===== src/rtl/cryo_pipe_pkg.sv =====
// rtl/cryo_pipe_pkg.sv - shared widths, stage states and index helper for cryo pipeline stages
package cryo_pipe_pkg;

  localparam int RR_CNT_WIDTH = 16;

  typedef enum logic {
    ST_EMPTY = 1'b0,
    ST_FULL  = 1'b1
  } stage_state_e;

  function automatic int unsigned next_idx(input int unsigned idx, input int unsigned n);
    return (idx + 1 >= n) ? 0 : idx + 1;
  endfunction

endpackage


===== src/rtl/mux_param.sv =====
// rtl/mux_param.sv - parameterised N:1 word mux; out-of-range select yields zero
module mux_param #(
  parameter int NUM_INPUT  = 4,
  parameter int SEL_WIDTH  = 2,
  parameter int DATA_WIDTH = 1
) (
  input  logic [SEL_WIDTH-1:0]            sel,
  input  logic [DATA_WIDTH*NUM_INPUT-1:0] data_in,
  output logic [DATA_WIDTH-1:0]           data_out
);

  always_comb begin
    data_out = '0;
    for (int i = 0; i < NUM_INPUT; i++) begin
      if (sel == SEL_WIDTH'(i)) data_out = data_in[i*DATA_WIDTH +: DATA_WIDTH];
    end
  end

endmodule


===== src/rtl/rr_arb_mux_stage.sv =====
// rtl/rr_arb_mux_stage.sv - round-robin arbiter plus registered output stage over mux_param
// grant_cnt port and counter exist only when RR_ARB_CNT_EN is defined
module rr_arb_mux_stage
  import cryo_pipe_pkg::*;
#(
  parameter int NUM_INPUT  = 4,
  parameter int SEL_WIDTH  = 2,
  parameter int DATA_WIDTH = 1
) (
  input  logic                            clk,
  input  logic                            rst,
  input  logic [NUM_INPUT-1:0]            req_valid,
  output logic [NUM_INPUT-1:0]            req_ready,
  input  logic [DATA_WIDTH*NUM_INPUT-1:0] data_in,
  output logic                            out_valid,
  input  logic                            out_ready,
  output logic [DATA_WIDTH-1:0]           data_out,
  output logic [SEL_WIDTH-1:0]            out_src
`ifdef RR_ARB_CNT_EN
  ,
  output logic [RR_CNT_WIDTH-1:0]         grant_cnt
`endif
);

  stage_state_e          state;
  logic [SEL_WIDTH-1:0]  ptr;
  logic [SEL_WIDTH-1:0]  grant;
  logic [DATA_WIDTH-1:0] mux_out;
  logic                  load;

  assign out_valid = (state == ST_FULL);
  assign load      = (|req_valid) & (~out_valid | out_ready);

  // Search wraps at NUM_INPUT so lanes beyond NUM_INPUT are never granted.
  always_comb begin : pick
    int unsigned idx;
    logic        found;
    grant = '0;
    found = 1'b0;
    idx   = 0;
    for (int k = 0; k < NUM_INPUT; k++) begin
      idx = int'(ptr) + k;
      if (idx >= NUM_INPUT) idx = idx - NUM_INPUT;
      if (!found && req_valid[idx]) begin
        found = 1'b1;
        grant = idx[SEL_WIDTH-1:0];
      end
    end
  end

  always_comb begin
    req_ready = '0;
    for (int i = 0; i < NUM_INPUT; i++) begin
      req_ready[i] = load & ~rst & (grant == SEL_WIDTH'(i));
    end
  end

  mux_param #(
    .NUM_INPUT (NUM_INPUT),
    .SEL_WIDTH (SEL_WIDTH),
    .DATA_WIDTH(DATA_WIDTH)
  ) u_mux (
    .sel     (grant),
    .data_in (data_in),
    .data_out(mux_out)
  );

  always_ff @(posedge clk) begin
    if (rst) begin
      state    <= ST_EMPTY;
      data_out <= '0;
      out_src  <= '0;
      ptr      <= '0;
    end else if (load) begin
      state    <= ST_FULL;
      data_out <= mux_out;
      out_src  <= grant;
      ptr      <= SEL_WIDTH'(next_idx(int'(grant), NUM_INPUT));
    end else if (out_ready) begin
      state    <= ST_EMPTY;
    end
  end

`ifdef RR_ARB_CNT_EN
  always_ff @(posedge clk) begin
    if (rst) grant_cnt <= '0;
    else if (load) grant_cnt <= grant_cnt + 1'b1;
  end
`endif

endmodule

===== config.mk =====
export PLATFORM = sky130hd
export DESIGN_NAME = rr_arb_mux_stage
export DESIGN_NICKNAME = d
export VERILOG_FILES = /design/src/rtl/cryo_pipe_pkg.sv /design/src/rtl/mux_param.sv /design/src/rtl/rr_arb_mux_stage.sv
export SDC_FILE = /design/constraint.sdc
export NUM_CORES = 1
export LEC_CHECK = 0
export CAP_MARGIN = 20
export CORE_MARGIN = 2
export CORE_UTILIZATION = 30
export DETAILED_ROUTE_END_ITERATION = 10
export PLACE_DENSITY = 0.7
export SYNTH_ARGS = -nofsm -noshare
export SYNTH_HDL_FRONTEND = slang
export SYNTH_HIERARCHICAL = 1
export SYNTH_SLANG_ARGS = --single-unit

===== constraint.sdc =====
create_clock -name clk -period 5.35 [get_ports clk]
set_clock_uncertainty 0.1 [all_clocks]
set_input_delay 1.3375 -clock clk [delete_from_list [all_inputs] [get_ports clk]]
set_output_delay 1.3375 -clock clk [all_outputs]
set_load 0.05 [all_outputs]

Yosys cells after proc, flatten, opt, wreduce, memory -nomap -nowiden
Cells that the tools add are included.
{ "word_totals": {"wordCells": 68, "regBits": 6, "output_inout_bits": 8} }
{ "classes": {"bitwise_logic": 9, "muxes": 26, "addsub": 8, "eq_ne": 3, "order_cmp": 9, "reduce_logical": 9} }
{ "ops": {"columns": ["cell", "count"], "rows": [
  ["32-bit by 3-bit < comparator with 1-bit output, second input constant", 4],
  ["32-bit two-way mux", 4],
  ["1-bit two-way mux", 13],
  ["3-bit greater-or-equal comparator, second input constant", 4],
  ["3-bit by 3-bit subtractor with 4-bit output, second input constant", 3],
  ["2-bit two-way mux", 5],
  ["1-bit binary-select mux with 2-bit select", 4],
  ["2-bit by 1-bit adder with 3-bit output, second input constant", 2],
  ["2-bit by 2-bit adder with 3-bit output, second input constant", 2],
  ["1-bit bitwise AND", 6],
  ["2-bit equality test, second input constant", 2],
  ["4-bit OR reduction", 1],
  ["2-bit by 3-bit subtractor with 4-bit output, second input constant", 1],
  ["2-bit by 3-bit greater-or-equal comparator with 1-bit output, second input constant", 1],
  ["1-bit logical AND", 3],
  ["1-bit zero test", 3],
  ["2-bit by 1-bit equality test with 1-bit output, second input constant", 1],
  ["2-bit zero test", 1],
  ["1-bit inverter", 2],
  ["2-bit nonzero test", 1],
  ["1-bit bitwise OR", 1]
]} }

Depth between registers and ports, before layout
Gate-level depths: netlist of the first run.
{ "depth": {"depth_word": 19, "mapped_depth": 7, "mapped_depth_nobuf": 7} }

By module
Netlist of the first run, hierarchy kept.
{ "modules_own_cells": {"columns": ["module", "cells_per_inst", "seq_area_each_um2", "n_inst", "area_each_um2"], "rows": [
  ["rr_arb_mux_stage", 48, 120.1, 1, 402.9],
  ["mux_param", 1, 0.0, 1, 22.5]
]} }

Worst setup path after synthesis of the first run
Ideal clock, no wire load.
{ "synth_timing": {"kind": "input-to-output", "from": "input req_valid[2]", "to": "output req_ready[0]", "t_required_ns": 3.913, "n_path_buf": 0, "arrival_ns": 2.593, "slack_ns": 1.320, "cell_stages": 6, "cell_sequence": "mux2i_1 > nor2_1 > nor3_1 > inv_1 > ha_1 > and3_2"} }
{ "synth_via": {"elab_chain_cells": 14, "elab_cells_between_ends": 26, "classes_between": "mux (15); bitwise (3); reduce/logical (8)"} }
{ "synth_lines": {"columns": ["item", "line_no", "source"], "rows": [
  ["from (decl)", "rr_arb_mux_stage.sv:12", "input logic [NUM_INPUT-1:0] req_valid,"],
  ["1-bit binary-select mux with 2-bit select", "rr_arb_mux_stage.sv:44", "if (!found && req_valid[idx]) begin"],
  ["1-bit two-way mux (not written as such)", "rr_arb_mux_stage.sv:44", null],
  ["1-bit two-way mux", "rr_arb_mux_stage.sv:44", null],
  ["1-bit zero test", "rr_arb_mux_stage.sv:44", null],
  ["1-bit logical AND", "rr_arb_mux_stage.sv:44", null],
  ["1-bit two-way mux", "rr_arb_mux_stage.sv:44", null],
  ["1-bit zero test", "rr_arb_mux_stage.sv:44", null],
  ["1-bit logical AND", "rr_arb_mux_stage.sv:44", null],
  ["1-bit two-way mux", "rr_arb_mux_stage.sv:44", null],
  ["1-bit zero test", "rr_arb_mux_stage.sv:44", null],
  ["1-bit logical AND", "rr_arb_mux_stage.sv:44", null],
  ["2-bit two-way mux *", "rr_arb_mux_stage.sv:44", null],
  ["via grant[0]", "rr_arb_mux_stage.sv:27", "logic [SEL_WIDTH-1:0] grant;"],
  ["2-bit zero test *", "rr_arb_mux_stage.sv:54", "req_ready[i] = load & ~rst & (grant == SEL_WIDTH'(i));"],
  ["1-bit bitwise AND *", "rr_arb_mux_stage.sv:54", null],
  ["to (decl)", "rr_arb_mux_stage.sv:13", "output logic [NUM_INPUT-1:0] req_ready,"]
]} }
Mark *: on every way through the listed nets, which the timed path passes. The rest lies on a longest branch. The select of a mux whose other input is x is not followed.

Final worst setup path of the first run
{ "layout_timing": {"from": "input req_valid[0]", "to": "output req_ready[3]"} }
{ "layout_via": {"elab_chain_cells": 14, "elab_cells_between_ends": 26, "classes_between": "eq/ne (1); mux (15); bitwise (3); reduce/logical (7)"} }
{ "layout_lines": {"columns": ["item", "line_no"], "rows": [
  ["1-bit binary-select mux with 2-bit select", "rr_arb_mux_stage.sv:44"],
  ["1-bit two-way mux (not written as such)", "rr_arb_mux_stage.sv:44"],
  ["1-bit two-way mux", "rr_arb_mux_stage.sv:44"],
  ["1-bit zero test", "rr_arb_mux_stage.sv:44"],
  ["1-bit logical AND", "rr_arb_mux_stage.sv:44"],
  ["1-bit two-way mux", "rr_arb_mux_stage.sv:44"],
  ["1-bit zero test", "rr_arb_mux_stage.sv:44"],
  ["1-bit logical AND", "rr_arb_mux_stage.sv:44"],
  ["1-bit two-way mux", "rr_arb_mux_stage.sv:44"],
  ["1-bit zero test", "rr_arb_mux_stage.sv:44"],
  ["1-bit logical AND", "rr_arb_mux_stage.sv:44"],
  ["2-bit two-way mux *", "rr_arb_mux_stage.sv:44"],
  ["via grant[1]", "rr_arb_mux_stage.sv:27"],
  ["2-bit equality test *", "rr_arb_mux_stage.sv:54"],
  ["1-bit bitwise AND *", "rr_arb_mux_stage.sv:54"]
]} }
Marked as above.

==> flow_metrics.tcl, run 1 <==
set metrics [dict create \
    root_buffer "clkbuf_4" \
    p_comb_frac 0.436 \
    power_density_nw_per_um2 273 \
    ys_seq_area_frac 0.282 \
    grt_pass1_wl_um 1520 \
    setup_viol 0 \
    critPathArrivalTime_ns 3.13 \
    fin_crit_ns 4.57 \
    first_global_vias 367 \
    seq_power_share 0.321 \
    cts_tree "done" \
    ios 19 \
    clockBufferDepth 2 \
    maxCapViolCount 0 \
    fmax_mhz 219 \
    port_buffers 18 \
    place.gp.congestion 0.694 \
    num_rows 13 \
    syn_area_um2 425 \
    cp-end-kind "output pin" \
    antenna_found_initial 0 \
    internal_power_mw 0.109 \
    synthFlopType "dfxtp_1" \
    start_kind "input port" \
    run_status "finished, final reports clean" \
    area_growth_pct 48.8 \
    coreArea_um2 1320 \
    cts-htree-levels 1 \
    relSlewSlack 0.669 \
    cts.reportedPaths.clkPinSlew_ns 0.04 \
    synth_edf_count 0 \
    p_leak_nw 0.294 \
    post-route-period-util 0.854 \
    first_pass_iters 4 \
    tightest_slew_ns 0.495 \
    cts_resized 0 \
    cts_num_sinks 6 \
    synthArstFlopShare 0 \
    synth-seq-cells 6 \
    num-fill-cells 130 \
    stdcell_count 85 \
    clockPowerShare 0.243 \
    die_w_um 41.7 \
    overflow 0 \
    cp.required_ns 3.91 \
    avgSynthCellArea_um2 8.68 \
    dpl.cell_count 82 \
    path_cells "clkdlybuf4s50_1 > a21oi_1 > o21a_1 > o22ai_1 > inv_1 > ha_1 > and3_2 > buf_4" \
    synth_warnings 6 \
    wl_per_cell_um 11.7 \
    antenna_cells 0 \
    drc 0 \
    die_area_um2 1740 \
    vias 430 \
    wl_um 991 \
    drtIter0Drc 7 \
    final_hold_viol_count 0 \
    antenna_left 0 \
    hp-class "flip-flop to flip-flop" \
    vias_per_cell 5.06 \
    ir_drop_mv 0.160 \
    ctsHoldBuffers 0 \
    post_cts_buffers 0 \
    fin_setup_tns_ns 0 \
    rsz0062_at_grt "false" \
    drive_gt1_frac 0.229 \
    cts_inserted_buffers 3 \
    slowest_delay_ns 0.56 \
    postSynthCellCount 49 \
    critical_path_class "input port to output pin" \
    grt_util_all_layers 0.113 \
    dp_hpwl_um 722 \
    slew_violations 0 \
    critical-path-slowest-cell "clkdlybuf4s50_1" \
    p_switching_mw 0.0644 \
    layout.nets 87 \
    initial_core_util 0.323 \
    die_h_um 41.7 \
    synth_nets 64 \
    grt_max_degree 11 \
    synth.distinct_cells 20 \
    clk_latency_ns 0.24 \
    cp_max_fo 6 \
    p_sw_frac 0.372 \
]
## synthesized netlist by cell type (2+ instances only)
master	number	share of area
and3_2	4	0.071
dfxtp_1	6	0.28
ha_1	4	0.12
inv_1	4	0.035
nand2b_1	2	0.029
nor4_1	2	0.029
mux2i_1	3	0.071
a21oi_1	4	0.047
nor2_1	5	0.044
nand2_1	4	0.035
o22ai_1	2	0.029
## per-stage QoR
stage          instance area (um^2)  hold slack [ns]   util  worst slack (ns)  power (mW)
6_report                        633            0.377  0.481             0.780       0.173
5_1_grt                         633            0.389  0.481             0.647       0.184
4_1_cts                         633            0.378  0.481             0.786       0.174
3_5_place_dp                    611            0.372  0.463             0.802       0.132
3_3_place_gp                    611            0.367  0.463             0.828       0.131
2_1_floorplan                   425            0.411      -              1.32       0.106
## power groups by stage
stage	sequential [mW]	combinational [mW]	clock, mW
floorplan	0.0662	0.0395	0
global route	0.0559	0.0810	0.0469
CTS	0.0554	0.0763	0.0428
detailed placement	0.0562	0.0758	0
finish	0.0556	0.0754	0.0420
global placement	0.0562	0.0752	0
## critical path: cells and delay by family
| family | cells | cell delay, ns |
|---|---|---|
| adder cells (fa/ha/maj) | 1 | 0.19 |
| AND/OR/NAND/NOR | 1 | 0.18 |
| buffers and inverters | 3 | 0.88 |
| AO/OA/AOI/OAI | 3 | 0.55 |
## registers in the layout, indices dropped and copies added, names as in the netlist
signal     flops
out_src        2
out_valid      1
ptr            2
data_out       1
## metal layers
metal	up-vias	wire length (um)	part of all wire	GRT usage
li1	217	-	-	-
met1	196	506	0.51	0.144
met2	17	418	0.42	0.175
met3	0	66	0.067	0.0565
met4	0	0	0	0.0194
met5	-	0	0	0
## cells in the final DEF, fill, tap and decap left out
master	synthesis	routed
a211oi_2	1	1
a21oi_1	4	4
a31o_2	1	1
and2_4	1	1
and3_2	4	4
buf_4	0	5
clkbuf_4	0	3
clkdlybuf4s50_1	0	14
dfxtp_1	6	6
ha_1	4	4
inv_1	4	4
mux2i_1	3	3
mux4_2	1	1
nand2_1	4	4
nand2b_1	2	2
nor2_1	5	5
nor3_1	1	1
nor4_1	2	2
o21a_1	1	1
o21ai_0	1	1
o22ai_1	2	2
or4_1	1	1
## final timing paths
check	from	endpoint	slack [ns]	cells past startpoint
hold / removal	out_src[1]	out_src[1]	0.38	2
setup reg to reg	ptr[1]	data_out	3.37	7
setup / recovery	req_valid[0]	req_ready[3]	0.78	8
hold reg to reg	out_src[1]	out_src[1]	0.38	2
## layout make-up
class	instances	area (um^2)	share of cell area
multi-input combinational	38	279	0.441
inverter	4	15.0	0.0237
tap	15	18.8	0.0296
clock buffer	3	22.5	0.0356
timing repair buffer	19	178	0.281
sequential	6	120	0.190
## cell families (layout without fill, tap and decap cells)
logic type	Yosys count	count (layout)	share of synthesized area
buffers and inverters	5	26	0.0618
flip-flops	6	6	0.282
AO/OA/AOI/OAI	10	10	0.156
adder cells (fa/ha/maj)	4	4	0.118
AND/OR/NAND/NOR	20	20	0.259
multiplexers	4	4	0.124
(Power assumes the default switching activity.)
==> run 2, diff against run 1 <==
--- a/config.mk
+++ b/config.mk
@@ -9,6 +9,7 @@
 export CORE_MARGIN = 2
 export CORE_UTILIZATION = 30
 export DETAILED_ROUTE_END_ITERATION = 10
+export MAX_ROUTING_LAYER = met4
 export PLACE_DENSITY = 0.7
 export SYNTH_ARGS = -nofsm -noshare
 export SYNTH_HDL_FRONTEND = slang
==> results of run 2 <==
No change in the layout: final DEF, timing and power equal those of run 1.
Among the figures that moved: final weighted congestion in routability-driven placement 0.694 -> 0.701; overall routing resource usage 0.113 -> 0.117
